**src/rtl/bus_mux_rr_if.sv**
```systemverilog
// Handshake bundle between producers, the shared-bus mux and its consumer.
// The mux uses the slave modport; the driving environment uses master.
interface bus_mux_rr_if #(
    parameter int WIDTH    = 16,
    parameter int CHANNELS = 4
);
    localparam int SEL_W = $clog2(CHANNELS);

    logic                      Mode;
    logic [SEL_W-1:0]          Sel;
    logic [CHANNELS*WIDTH-1:0] In_Data;
    logic [CHANNELS-1:0]       In_Valid;
    logic [CHANNELS-1:0]       In_Ready;
    logic [WIDTH-1:0]          Out_Data;
    logic [SEL_W-1:0]          Out_Src;
    logic                      Out_Valid;
    logic                      Out_Ready;

    modport master (
        output Mode, Sel, In_Data, In_Valid, Out_Ready,
        input  In_Ready, Out_Data, Out_Src, Out_Valid
    );

    modport slave (
        input  Mode, Sel, In_Data, In_Valid, Out_Ready,
        output In_Ready, Out_Data, Out_Src, Out_Valid
    );
endinterface

```
**src/rtl/bus_mux_rr.sv**
```systemverilog
// N-channel registered bus mux: fixed-select or round-robin grant,
// valid/ready on every input and on the single output register.
module bus_mux_rr #(
    parameter int WIDTH    = 16,
    parameter int CHANNELS = 4
) (
    input  logic          Clk,
    input  logic          Reset_n,
    bus_mux_rr_if.slave   bus
);
    localparam int SEL_W = $clog2(CHANNELS);

    typedef enum logic {EMPTY = 1'b0, FULL = 1'b1} state_e;

    state_e           state_q, state_d;
    logic [WIDTH-1:0] data_q, data_d;
    logic [SEL_W-1:0] src_q, src_d;
    logic [SEL_W-1:0] ptr_q, ptr_d;

    logic             load_en;
    logic             gnt_vld;
    logic [SEL_W-1:0] gnt_idx;
    logic [WIDTH-1:0] gnt_data;

    function automatic logic [SEL_W-1:0] wrap(input int v);
        return SEL_W'(v % CHANNELS);
    endfunction

    assign load_en = (state_q == EMPTY) || bus.Out_Ready;

    // Round-robin: scan from the far end so the nearest valid
    // channel after ptr is the last (winning) assignment.
    always_comb begin
        gnt_vld = 1'b0;
        gnt_idx = '0;
        if (bus.Mode) begin
            for (int k = CHANNELS - 1; k >= 0; k--) begin
                if (bus.In_Valid[wrap(int'(ptr_q) + k)]) begin
                    gnt_vld = 1'b1;
                    gnt_idx = wrap(int'(ptr_q) + k);
                end
            end
        end else begin
            for (int i = 0; i < CHANNELS; i++) begin
                if (bus.Sel == SEL_W'(i) && bus.In_Valid[i]) begin
                    gnt_vld = 1'b1;
                    gnt_idx = SEL_W'(i);
                end
            end
        end
    end

    always_comb begin
        gnt_data     = '0;
        bus.In_Ready = '0;
        for (int i = 0; i < CHANNELS; i++) begin
            if (gnt_idx == SEL_W'(i)) begin
                gnt_data = bus.In_Data[i*WIDTH +: WIDTH];
                bus.In_Ready[i] = Reset_n && load_en && gnt_vld;
            end
        end
    end

    always_comb begin
        state_d = state_q;
        data_d  = data_q;
        src_d   = src_q;
        ptr_d   = ptr_q;
        if (load_en) begin
            if (gnt_vld) begin
                state_d = FULL;
                data_d  = gnt_data;
                src_d   = gnt_idx;
                ptr_d   = (gnt_idx == SEL_W'(CHANNELS - 1))
                          ? '0 : gnt_idx + 1'b1;
            end else begin
                state_d = EMPTY;
            end
        end
    end

    always_ff @(posedge Clk or negedge Reset_n) begin
        if (!Reset_n) begin
            state_q <= EMPTY;
            data_q  <= '0;
            src_q   <= '0;
            ptr_q   <= '0;
        end else begin
            state_q <= state_d;
            data_q  <= data_d;
            src_q   <= src_d;
            ptr_q   <= ptr_d;
        end
    end

    assign bus.Out_Valid = (state_q == FULL);
    assign bus.Out_Data  = data_q;
    assign bus.Out_Src   = src_q;
endmodule

```
**src/flat_wrapper.sv**
```systemverilog
// flat-port wrapper written by rule: the top's interface ports become plain ports
module bus_mux_rr_flat 
#(
    parameter int WIDTH    = 16,
    parameter int CHANNELS = 4
)
  (Clk, Reset_n, bus_Mode, bus_Sel, bus_In_Data, bus_In_Valid, bus_Out_Ready, bus_In_Ready, bus_Out_Data, bus_Out_Src, bus_Out_Valid);
  bus_mux_rr_if #(.WIDTH(WIDTH), .CHANNELS(CHANNELS)) bus_i ();
  input  logic Clk;
  input  logic Reset_n;
  input wire logic [$bits(bus_i.Mode)-1:0] bus_Mode;
  input wire logic [$bits(bus_i.Sel)-1:0] bus_Sel;
  input wire logic [$bits(bus_i.In_Data)-1:0] bus_In_Data;
  input wire logic [$bits(bus_i.In_Valid)-1:0] bus_In_Valid;
  input wire logic [$bits(bus_i.Out_Ready)-1:0] bus_Out_Ready;
  output wire logic [$bits(bus_i.In_Ready)-1:0] bus_In_Ready;
  output wire logic [$bits(bus_i.Out_Data)-1:0] bus_Out_Data;
  output wire logic [$bits(bus_i.Out_Src)-1:0] bus_Out_Src;
  output wire logic [$bits(bus_i.Out_Valid)-1:0] bus_Out_Valid;
  assign bus_i.Mode = bus_Mode;
  assign bus_i.Sel = bus_Sel;
  assign bus_i.In_Data = bus_In_Data;
  assign bus_i.In_Valid = bus_In_Valid;
  assign bus_i.Out_Ready = bus_Out_Ready;
  assign bus_In_Ready = bus_i.In_Ready;
  assign bus_Out_Data = bus_i.Out_Data;
  assign bus_Out_Src = bus_i.Out_Src;
  assign bus_Out_Valid = bus_i.Out_Valid;
  bus_mux_rr #(.WIDTH(WIDTH), .CHANNELS(CHANNELS)) u_core (.Clk(Clk), .Reset_n(Reset_n), .bus(bus_i));
endmodule
```
**config.mk**
```make
export PLATFORM = sky130hd
export DESIGN_NAME = bus_mux_rr_flat
export DESIGN_NICKNAME = d
export VERILOG_FILES = /design/src/rtl/bus_mux_rr_if.sv /design/src/rtl/bus_mux_rr.sv /design/src/flat_wrapper.sv
export SDC_FILE = /design/constraint.sdc
export NUM_CORES = 1
export LEC_CHECK = 0
export CAP_MARGIN = 40
export CORE_UTILIZATION = 40
export CTS_CLUSTER_SIZE = 20
export DETAILED_ROUTE_END_ITERATION = 8
export GPL_TIMING_DRIVEN = 0
export PLACE_DENSITY = 0.86
export SLEW_MARGIN = 20
export SYNTH_ARGS = -nofsm -noshare
export SYNTH_HDL_FRONTEND = slang
export SYNTH_SLANG_ARGS = --single-unit
```
**constraint.sdc**
```tcl
create_clock -name Clk -period 7.01 [get_ports Clk]
set_input_delay 1.402 -clock Clk [delete_from_list [all_inputs] [get_ports Clk]]
set_output_delay 1.402 -clock Clk [all_outputs]
set_load 0.02 [all_outputs]
```
### Word level (Yosys, flattened, before mapping)

Cells that the tools add are included.

* add/sub/neg operators: 4
* $lt $le $gt $ge: 4
* equality and inequality tests: 6
* muxes and demuxes: 35
* bitwise logic cells: 1
* reductions and logical operators: 10

Operator list (count)
* $mux 16: 4
* $mux 1: 19
* $mux 2: 8
* $lt 2x3->1 const B: 4
* $bmux 1 s2: 4
* $eq 2x2->1 const B: 4
* $logic_and 1x1->1: 6
* $add 2x1->2 const B: 2
* $add 2x2->2 const B: 2
* $eq 2x1->1 const B: 2
* $logic_not 2->1: 2
* $reduce_and 2->1: 1
* $logic_or 1x1->1: 1
* $not 1->1: 1

* flip-flop bits (word level): 21
* bits of input ports: 74
* output and inout port bits: 23
* logic and storage cells: 64

### Longest topological paths before layout

Gate-level depths: netlist of run 1.

* depth in word-level cells: 13
* depth in mapped cells: 11
* mapped depth without buffers: 9

### Worst setup path before layout of run 1

Ideal clock, no wire load.

* path type: input to output
* start point: input bus_In_Valid[3]
* end point: output bus_In_Ready[3]
* arrival time: 3.107 ns
* data required time: 5.608 ns
* setup slack: 2.501 ns
* stages on the path: 7
* path buffers: 2
* path through: nand4b_1 o21ai_0 o41ai_1 ha_1 buf_1 clkbuf_1 and3_1

* cells in the longest elaborated chain, start to end: 9
* elaborated cells between the ends (all ways): 24
* classes of those cells: eq/ne: 1; mux: 21; reduce/logical: 2

Ends and longest elaborated chain
* start, declared: line flat_wrapper.sv:14 `input wire logic [$bits(bus_i.In_Valid)-1:0] bus_In_Valid;`
* $bmux 1 s2: line bus_mux_rr.sv:38 `if (bus.In_Valid[wrap(int'(ptr_q) + k)]) begin`
* $mux 1 (implied by the code): line bus_mux_rr.sv:38
* $mux 2 (4 in a row): line bus_mux_rr.sv:38
* $mux 2 *: line bus_mux_rr.sv:36 `if (bus.Mode) begin`
* named net u_core.gnt_idx[1]: line bus_mux_rr.sv:22 `logic [SEL_W-1:0] gnt_idx;`
* $eq 2x2->1 *: line bus_mux_rr.sv:57 `if (gnt_idx == SEL_W'(i)) begin`
* $mux 1 *: line bus_mux_rr.sv:57
* end, declared: line flat_wrapper.sv:16 `output wire logic [$bits(bus_i.In_Ready)-1:0] bus_In_Ready;`

Mark *: on every way through the listed nets, which the timed path passes. The rest lies on a longest branch. The select of a mux whose other input is x is not followed.

### Worst setup path in the final report of run 1

Ends and elaborated chain as after synthesis.

==> results of run 1 <==
[worst register-to-register path, delay by kind of cell, from the launching register on]
family,cells,cell delay [ns]
adders and majority gates,1,0.21
DFF,1,0.45
muxes,1,0.19
and+or+nand+nor,2,0.55
AOI/OAI and AO/OA,4,1.21
buffers and inverters,3,0.65
[through the flow]
stage               hold WS (ns)  util (%)
floorplan                 0.5687         -
detailed placement        0.4951     70.29
global placement          0.4872     69.89
finish                    0.5173     71.52
global route              0.5336     71.52
CTS                       0.5137     71.52
[cell usage in the layout, fill, tap and decap left out, types with 2 or more instances in the layout]
cell type | Yosys | final
a21oi_1 | 2 | 2
a221oi_1 | 15 | 15
and3_1 | 4 | 4
buf_2 | 2 | 2
buf_6 | 2 | 2
clkbuf_1 | 7 | 7
clkbuf_8 | 0 | 3
clkdlybuf4s50_1 | 0 | 96
dfrtp_1 | 21 | 21
ha_1 | 4 | 4
inv_1 | 6 | 6
mux2_2 | 6 | 6
mux2_4 | 16 | 16
nand2_1 | 19 | 19
nand3_1 | 2 | 2
nor2_1 | 2 | 2
nor2b_1 | 17 | 17
o21ai_0 | 4 | 4
o31ai_1 | 15 | 15
[sequential cells by signal (all words and copies together) (netlist names)]
register              cells
u_core.ptr_q              2
u_core.bus.Out_Data      16
u_core.bus.Out_Valid      1
u_core.bus.Out_Src        2
[worst paths after layout]
kind | startpoint | endpoint | slack [ns] | cells past startpoint
max in group asynchronous | Reset_n | u_core.ptr_q[1]$_DFFE_PN0P_ | 5.15 | 2
hold reg to reg | u_core.bus.Out_Data[3]$_DFFE_PN0P_ | u_core.bus.Out_Data[3]$_DFFE_PN0P_ | 0.52 | 1
setup reg to reg | u_core.ptr_q[0]$_DFFE_PN0P_ | u_core.bus.Out_Data[8]$_DFFE_PN0P_ | 3.71 | 11
min in group asynchronous | Reset_n | u_core.bus.Out_Data[5]$_DFFE_PN0P_ | 1.41 | 1
hold / removal | u_core.bus.Out_Data[3]$_DFFE_PN0P_ | u_core.bus.Out_Data[3]$_DFFE_PN0P_ | 0.52 | 1
setup / recovery | bus_In_Valid[3] | bus_In_Ready[3] | 0.82 | 9
[logic make-up after synthesis]
family / Yosys count / synth area share (%)
and+or+nand+nor: 48 / 15.92
AOI/OAI and AO/OA: 40 / 19.92
muxes: 25 / 22.74
adders and majority gates: 4 / 3.137
buffers and inverters: 18 / 5.333
DFF: 21 / 32.94
[power by group through the flow]
stage | clock network (mW) | logic, mW | registers (mW)
floorplan | 0 | 0.194 | 0.267
global placement | 0 | 0.434 | 0.209
finish | 0.0858 | 0.443 | 0.210
global route | 0.0896 | 0.475 | 0.217
detailed placement | 0 | 0.445 | 0.211
CTS | 0.0853 | 0.446 | 0.210
[cell type report]
type,instances,area [um2],share of cell area (%)
clock inverters,1,5.005,0.1869
flip-flops and latches,21,525.5,19.63
well taps,48,60.06,2.243
clock buffers,3,41.29,1.542
plain buffers,12,62.56,2.336
inverters,6,22.52,0.8411
multi-input cells,117,984.7,36.78
repair buffers,97,975.9,36.45
[layer usage]
layer / part of all wire [%] / vias to the layer above
met2: 51 / 64
li1: - / 786
met1: 42 / 775
met5: 0 / -
met3: 6.4 / 5
met4: 0.87 / 0
==> flow_metrics.py, run 1 <==
metrics = {
    "grt": {
        "use_met3_pct": 4.340,
        "grt_overflow": 0,
        "grtUsageTotal_pct": 24.35,
        "first_global_vias": 1619,
        "grt_use_met2_pct": 42.71,
        "gr-max-usage-layer": "met2",
        "grt_util_met1_pct": 30.53,
        "antenna_found_initial": 0,
        "grt_pass1_wl_um": 7769,
        "grt_max_degree": 20,
    },
    "pwr": {
        "swShare_pct": 37.48,
        "total_power_mw": 0.7393,
        "power_switching_mw": 0.2771,
        "p_int_mw": 0.4622,
        "vdd_drop_max_v": 0.0001328,
        "combPwrFrac_pct": 59.9,
        "p_leak_nw": 1.087,
        "power_frac_seq_pct": 28.5,
        "clockPowerShare_pct": 11.6,
        "power.density_mw_per_mm2": 276.1,
    },
    "layout": {
        "syn2layout_area_growth_pct": 67.84,
        "antenna_cells": 0,
        "fin_area_mm2": 0.002678,
        "fillCellCount": 290,
        "nNetsFinal": 336,
        "final_layout_size_suffix_gt1_share_pct": 13.62,
        "fin_cells": 305,
    },
    "worst_setup_path": {
        "crit_top_cell": "clkdlybuf4s50_1",
        "critPathMaxFanout": 10,
        "cp_num_buf_inv": 4,
        "critical_path_required_ns": 5.61,
        "path_class": "primary input to primary output",
        "arrival_ns": 4.79,
        "worst_path_largest_cell_delay_ns": 0.73,
        "critPathCaptureType": "primary output",
        "crit_path_start_kind": "primary input",
        "crit_slowest_cell": "o41ai_1",
        "critPathTopFamily": "buffers and inverters",
        "path_cells": "clkdlybuf4s50_1 -> nand4b_1 -> o21ai_0 -> o41ai_1 -> ha_1 -> buf_1 -> clkbuf_1 -> and3_1 -> clkdlybuf4s50_1",
    },
    "logic_synthesis": {
        "synthDistinctLibCells": 29,
        "netlist_top_cells_count": "dfrtp_1 (21), nand2_1 (19), nor2b_1 (17)",
        "yosys.area.top_type": "dfrtp_1",
        "yosys_warnings": 0,
        "yosys_register_bits": 21,
        "synth_edf_count": 0,
        "netlist_instances": 156,
        "ys_seq_area_share_pct": 32.94,
        "synth_most_common_cell": "dfrtp_1",
        "synthTopCellsByArea": "dfrtp_1 (33%), mux2_4 (15%), a221oi_1 (8.2%)",
        "syn-mean-instance-area_um2": 10.23,
        "async_reset_ff_share_pct": 100.0,
        "synth_fp_nets": 234,
        "synth_top_area_share_pct": 32.94,
        "ys.flop_type": "dfrtp_1",
        "syn_area_mm2": 0.001595,
    },
    "floorplan": {
        "io_pins": 97,
        "die_h_um": 65.15,
        "dieArea_mm2": 0.004245,
        "core_mm2": 0.003744,
        "die_width_um": 65.15,
        "fp-row-count": 22,
        "initial_core_util_pct": 42.61,
    },
    "clock_tree": {
        "cts_tree": "built",
        "postCtsSetupRepairBufs": 0,
        "worstSkewPairLatency_ns": 0.27,
        "cts-root-buf": "clkbuf_8",
        "cts.sinks": 21,
        "h-tree-depth": 1,
        "clockBufferDepth": 2,
        "post_cts_resized": 0,
        "cts_hold_buf": 0,
        "clk_pin_slew_worst_paths_ns": 0.08,
        "numCtsBuffers": 3,
    },
    "timing": {
        "setup_tns_ns": 0,
        "max_freq_ghz": 0.1615,
        "final_max_slew_viol_count": 0,
        "tightest_slew_ns": 0.7611,
        "skew_ns": 0.001256,
        "rsz0062_at_grt": "false",
        "hold_viol_final": 0,
        "fin_crit_sh_pct": 88.33,
        "setup_viol_count_final": 0,
        "post-route-min-period_ns": 6.192,
        "setup_ws_ns": 0.8183,
        "relSlewSlack_pct": 48.60,
    },
    "placement": {
        "pre_cts_slack_ns": 0.9263,
        "place_area_mm2": 0.002631,
        "portBuffers": 96,
        "gp_congestion": 0.7947,
        "place_hpwl_um": 3786,
        "placedCellCount": 301,
    },
    "drt": {
        "vias_per_cell": 5.344,
        "antenna_left": 0,
        "routedWlPerCell_um": 16.19,
        "drt_pre_antenna_iters": 4,
        "dr_total_vias": 1630,
        "routed_wl_um": 4937,
        "first_iter_violations": 65,
        "drc": 0,
    },
    "run": {
        "maxCapViolCount": 0,
    },
    "status": {
        "status": "finished clean",
    },
    "hold_path": {
        "hp-class": "register to register",
    },
}
No activity file was read; power rests on OpenSTA's default activity.
==> run 2, diff against run 1 <==
--- a/config.mk
+++ b/config.mk
@@ -6,6 +6,7 @@
 export NUM_CORES = 1
 export LEC_CHECK = 0
 export CAP_MARGIN = 40
+export CORE_MARGIN = 1.5
 export CORE_UTILIZATION = 40
 export CTS_CLUSTER_SIZE = 20
 export DETAILED_ROUTE_END_ITERATION = 8
==> flow_metrics.py, run 2 (same netlist as run 1, synthesis figures left out) <==
metrics = {
    "status": {
        "status": "finished clean",
    },
    "placement": {
        "place_hpwl_um": 3811,
        "portBuffers": 96,
        "gp_congestion": 0.7951,
        "pre_cts_slack_ns": 0.8493,
    },
    "clock_tree": {
        "postCtsSetupRepairBufs": 0,
        "numCtsBuffers": 3,
        "cts-root-buf": "clkbuf_8",
        "clk_pin_slew_worst_paths_ns": 0.07,
        "post_cts_resized": 0,
        "cts.sinks": 21,
        "h-tree-depth": 1,
        "cts_tree": "built",
        "cts_hold_buf": 0,
        "worstSkewPairLatency_ns": 0.25,
        "clockBufferDepth": 2,
    },
    "drt": {
        "routedWlPerCell_um": 15.85,
        "drc": 0,
        "routed_wl_um": 4833,
        "first_iter_violations": 53,
        "drt_pre_antenna_iters": 4,
        "dr_total_vias": 1628,
        "antenna_left": 0,
        "vias_per_cell": 5.338,
    },
    "layout": {
        "largest_register_ff_count": 16,
        "antenna_cells": 0,
        "layout_common_cells": "clkdlybuf4s50_1 (96), dfrtp_1 (21), nand2_1 (19), nor2b_1 (17), mux2_4 (16)",
        "final_layout_size_suffix_gt1_share_pct": 13.23,
        "layout_commonest_cell": "clkdlybuf4s50_1",
        "syn2layout_area_growth_pct": 67.76,
        "nNetsFinal": 336,
    },
    "hold_path": {
        "hp-class": "register to register",
    },
    "timing": {
        "final_max_slew_viol_count": 0,
        "skew_ns": 0.004560,
        "setup_tns_ns": 0,
        "setup_viol_count_final": 0,
        "max_freq_ghz": 0.1610,
        "fin_crit_sh_pct": 88.62,
        "setup_ws_ns": 0.7978,
        "post-route-min-period_ns": 6.212,
        "relSlewSlack_pct": 43.83,
        "tightest_slew_ns": 0.8317,
        "hold_viol_final": 0,
        "rsz0062_at_grt": "false",
    },
    "floorplan": {
        "die_width_um": 66.15,
        "fp-row-count": 22,
        "dieArea_mm2": 0.004376,
        "io_pins": 97,
        "core_mm2": 0.003744,
        "initial_core_util_pct": 42.61,
        "die_h_um": 66.15,
    },
    "grt": {
        "first_global_vias": 1660,
        "grtUsageTotal_pct": 22.90,
        "grt_overflow": 0,
        "antenna_found_initial": 0,
        "grt_max_degree": 17,
        "grt_pass1_wl_um": 7790,
    },
    "pwr": {
        "clockPowerShare_pct": 10.8,
        "p_leak_nw": 1.084,
        "power_switching_mw": 0.2688,
        "power.density_mw_per_mm2": 273.3,
        "vdd_drop_max_v": 0.0001355,
        "power_frac_seq_pct": 28.8,
        "swShare_pct": 36.75,
        "p_int_mw": 0.4627,
        "combPwrFrac_pct": 60.4,
    },
    "worst_setup_path": {
        "path_cells": "clkdlybuf4s50_1 -> nand4b_1 -> o21ai_0 -> o41ai_1 -> ha_1 -> buf_1 -> clkbuf_1 -> and3_1 -> clkdlybuf4s50_1",
        "critPathCaptureType": "primary output",
        "crit_top_cell": "clkdlybuf4s50_1",
        "crit_path_start_kind": "primary input",
        "arrival_ns": 4.81,
        "crit_slowest_cell": "o41ai_1",
        "critPathTopFamily": "buffers and inverters",
        "critPathMaxFanout": 10,
        "cp_num_buf_inv": 4,
        "critical_path_required_ns": 5.61,
        "path_class": "primary input to primary output",
        "worst_path_largest_cell_delay_ns": 0.79,
    },
    "run": {
        "maxCapViolCount": 0,
    },
}
[run 2: cell count changes in the layout (fill, tap and decap cells not counted)]
| cell | previous run | this run |
|---|---|---|
| clkinv_2 | 1 | 0 |
| clkbuf_1 | 7 | 8 |
[run 2: layer usage]
layer  GRT usage [%]  vias to the layer above  part of all wire (%)
met2           42.13                       65                    50
met1           28.13                      775                    42
met5               0                        -                     0
met3           3.578                        2                   7.3
met4           4.337                        0                  0.27
li1                -                      786                     -
[run 2: worst paths after layout]
path,startpoint,to,cells after the start,slack [ns]
setup / recovery,bus_In_Valid[3],bus_In_Ready[3],9,0.80
hold / removal,u_core.bus.Out_Src[1]$_DFFE_PN0P_,u_core.bus.Out_Src[1]$_DFFE_PN0P_,1,0.51
setup reg to reg,u_core.ptr_q[0]$_DFFE_PN0P_,u_core.bus.Out_Data[12]$_DFFE_PN0P_,11,3.71
hold reg to reg,u_core.bus.Out_Src[1]$_DFFE_PN0P_,u_core.bus.Out_Src[1]$_DFFE_PN0P_,1,0.51
max in group asynchronous,Reset_n,u_core.bus.Out_Src[1]$_DFFE_PN0P_,2,5.08
min in group asynchronous,Reset_n,u_core.bus.Out_Data[15]$_DFFE_PN0P_,1,1.47
[run 2: area by class of cell]
class,count,area (um2)
Inverter,6,22.52
Buffer,12,62.56
Sequential cell,21,525.5
Clock buffer,4,45.04
Tap cell,48,60.06
Timing Repair Buffer,97,975.9
Multi-Input combinational cell,117,984.7
Fill cell,307,1067
[run 2: power by group through the flow]
stage	Clock, mW	Combinational (mW)	Sequential (mW)
floorplan	0	0.194	0.267
global placement	0	0.435	0.208
detailed placement	0	0.443	0.212
CTS	0.0795	0.445	0.210
global route	0.0854	0.477	0.217
finish	0.0788	0.442	0.211
[run 2: through the flow]
stage	util [%]	hold WS, ns	std cells	instance area (um2)	total power [mW]
finish	71.49	0.5119	305	2676	0.7315
global route	71.49	0.5180	305	2676	0.7796
CTS	71.49	0.5129	305	2676	0.7348
detailed placement	70.29	0.4914	301	2631	0.6552
global placement	69.89	0.4883	300	2616	0.6431
floorplan	-	0.5687	156	1595	0.4611
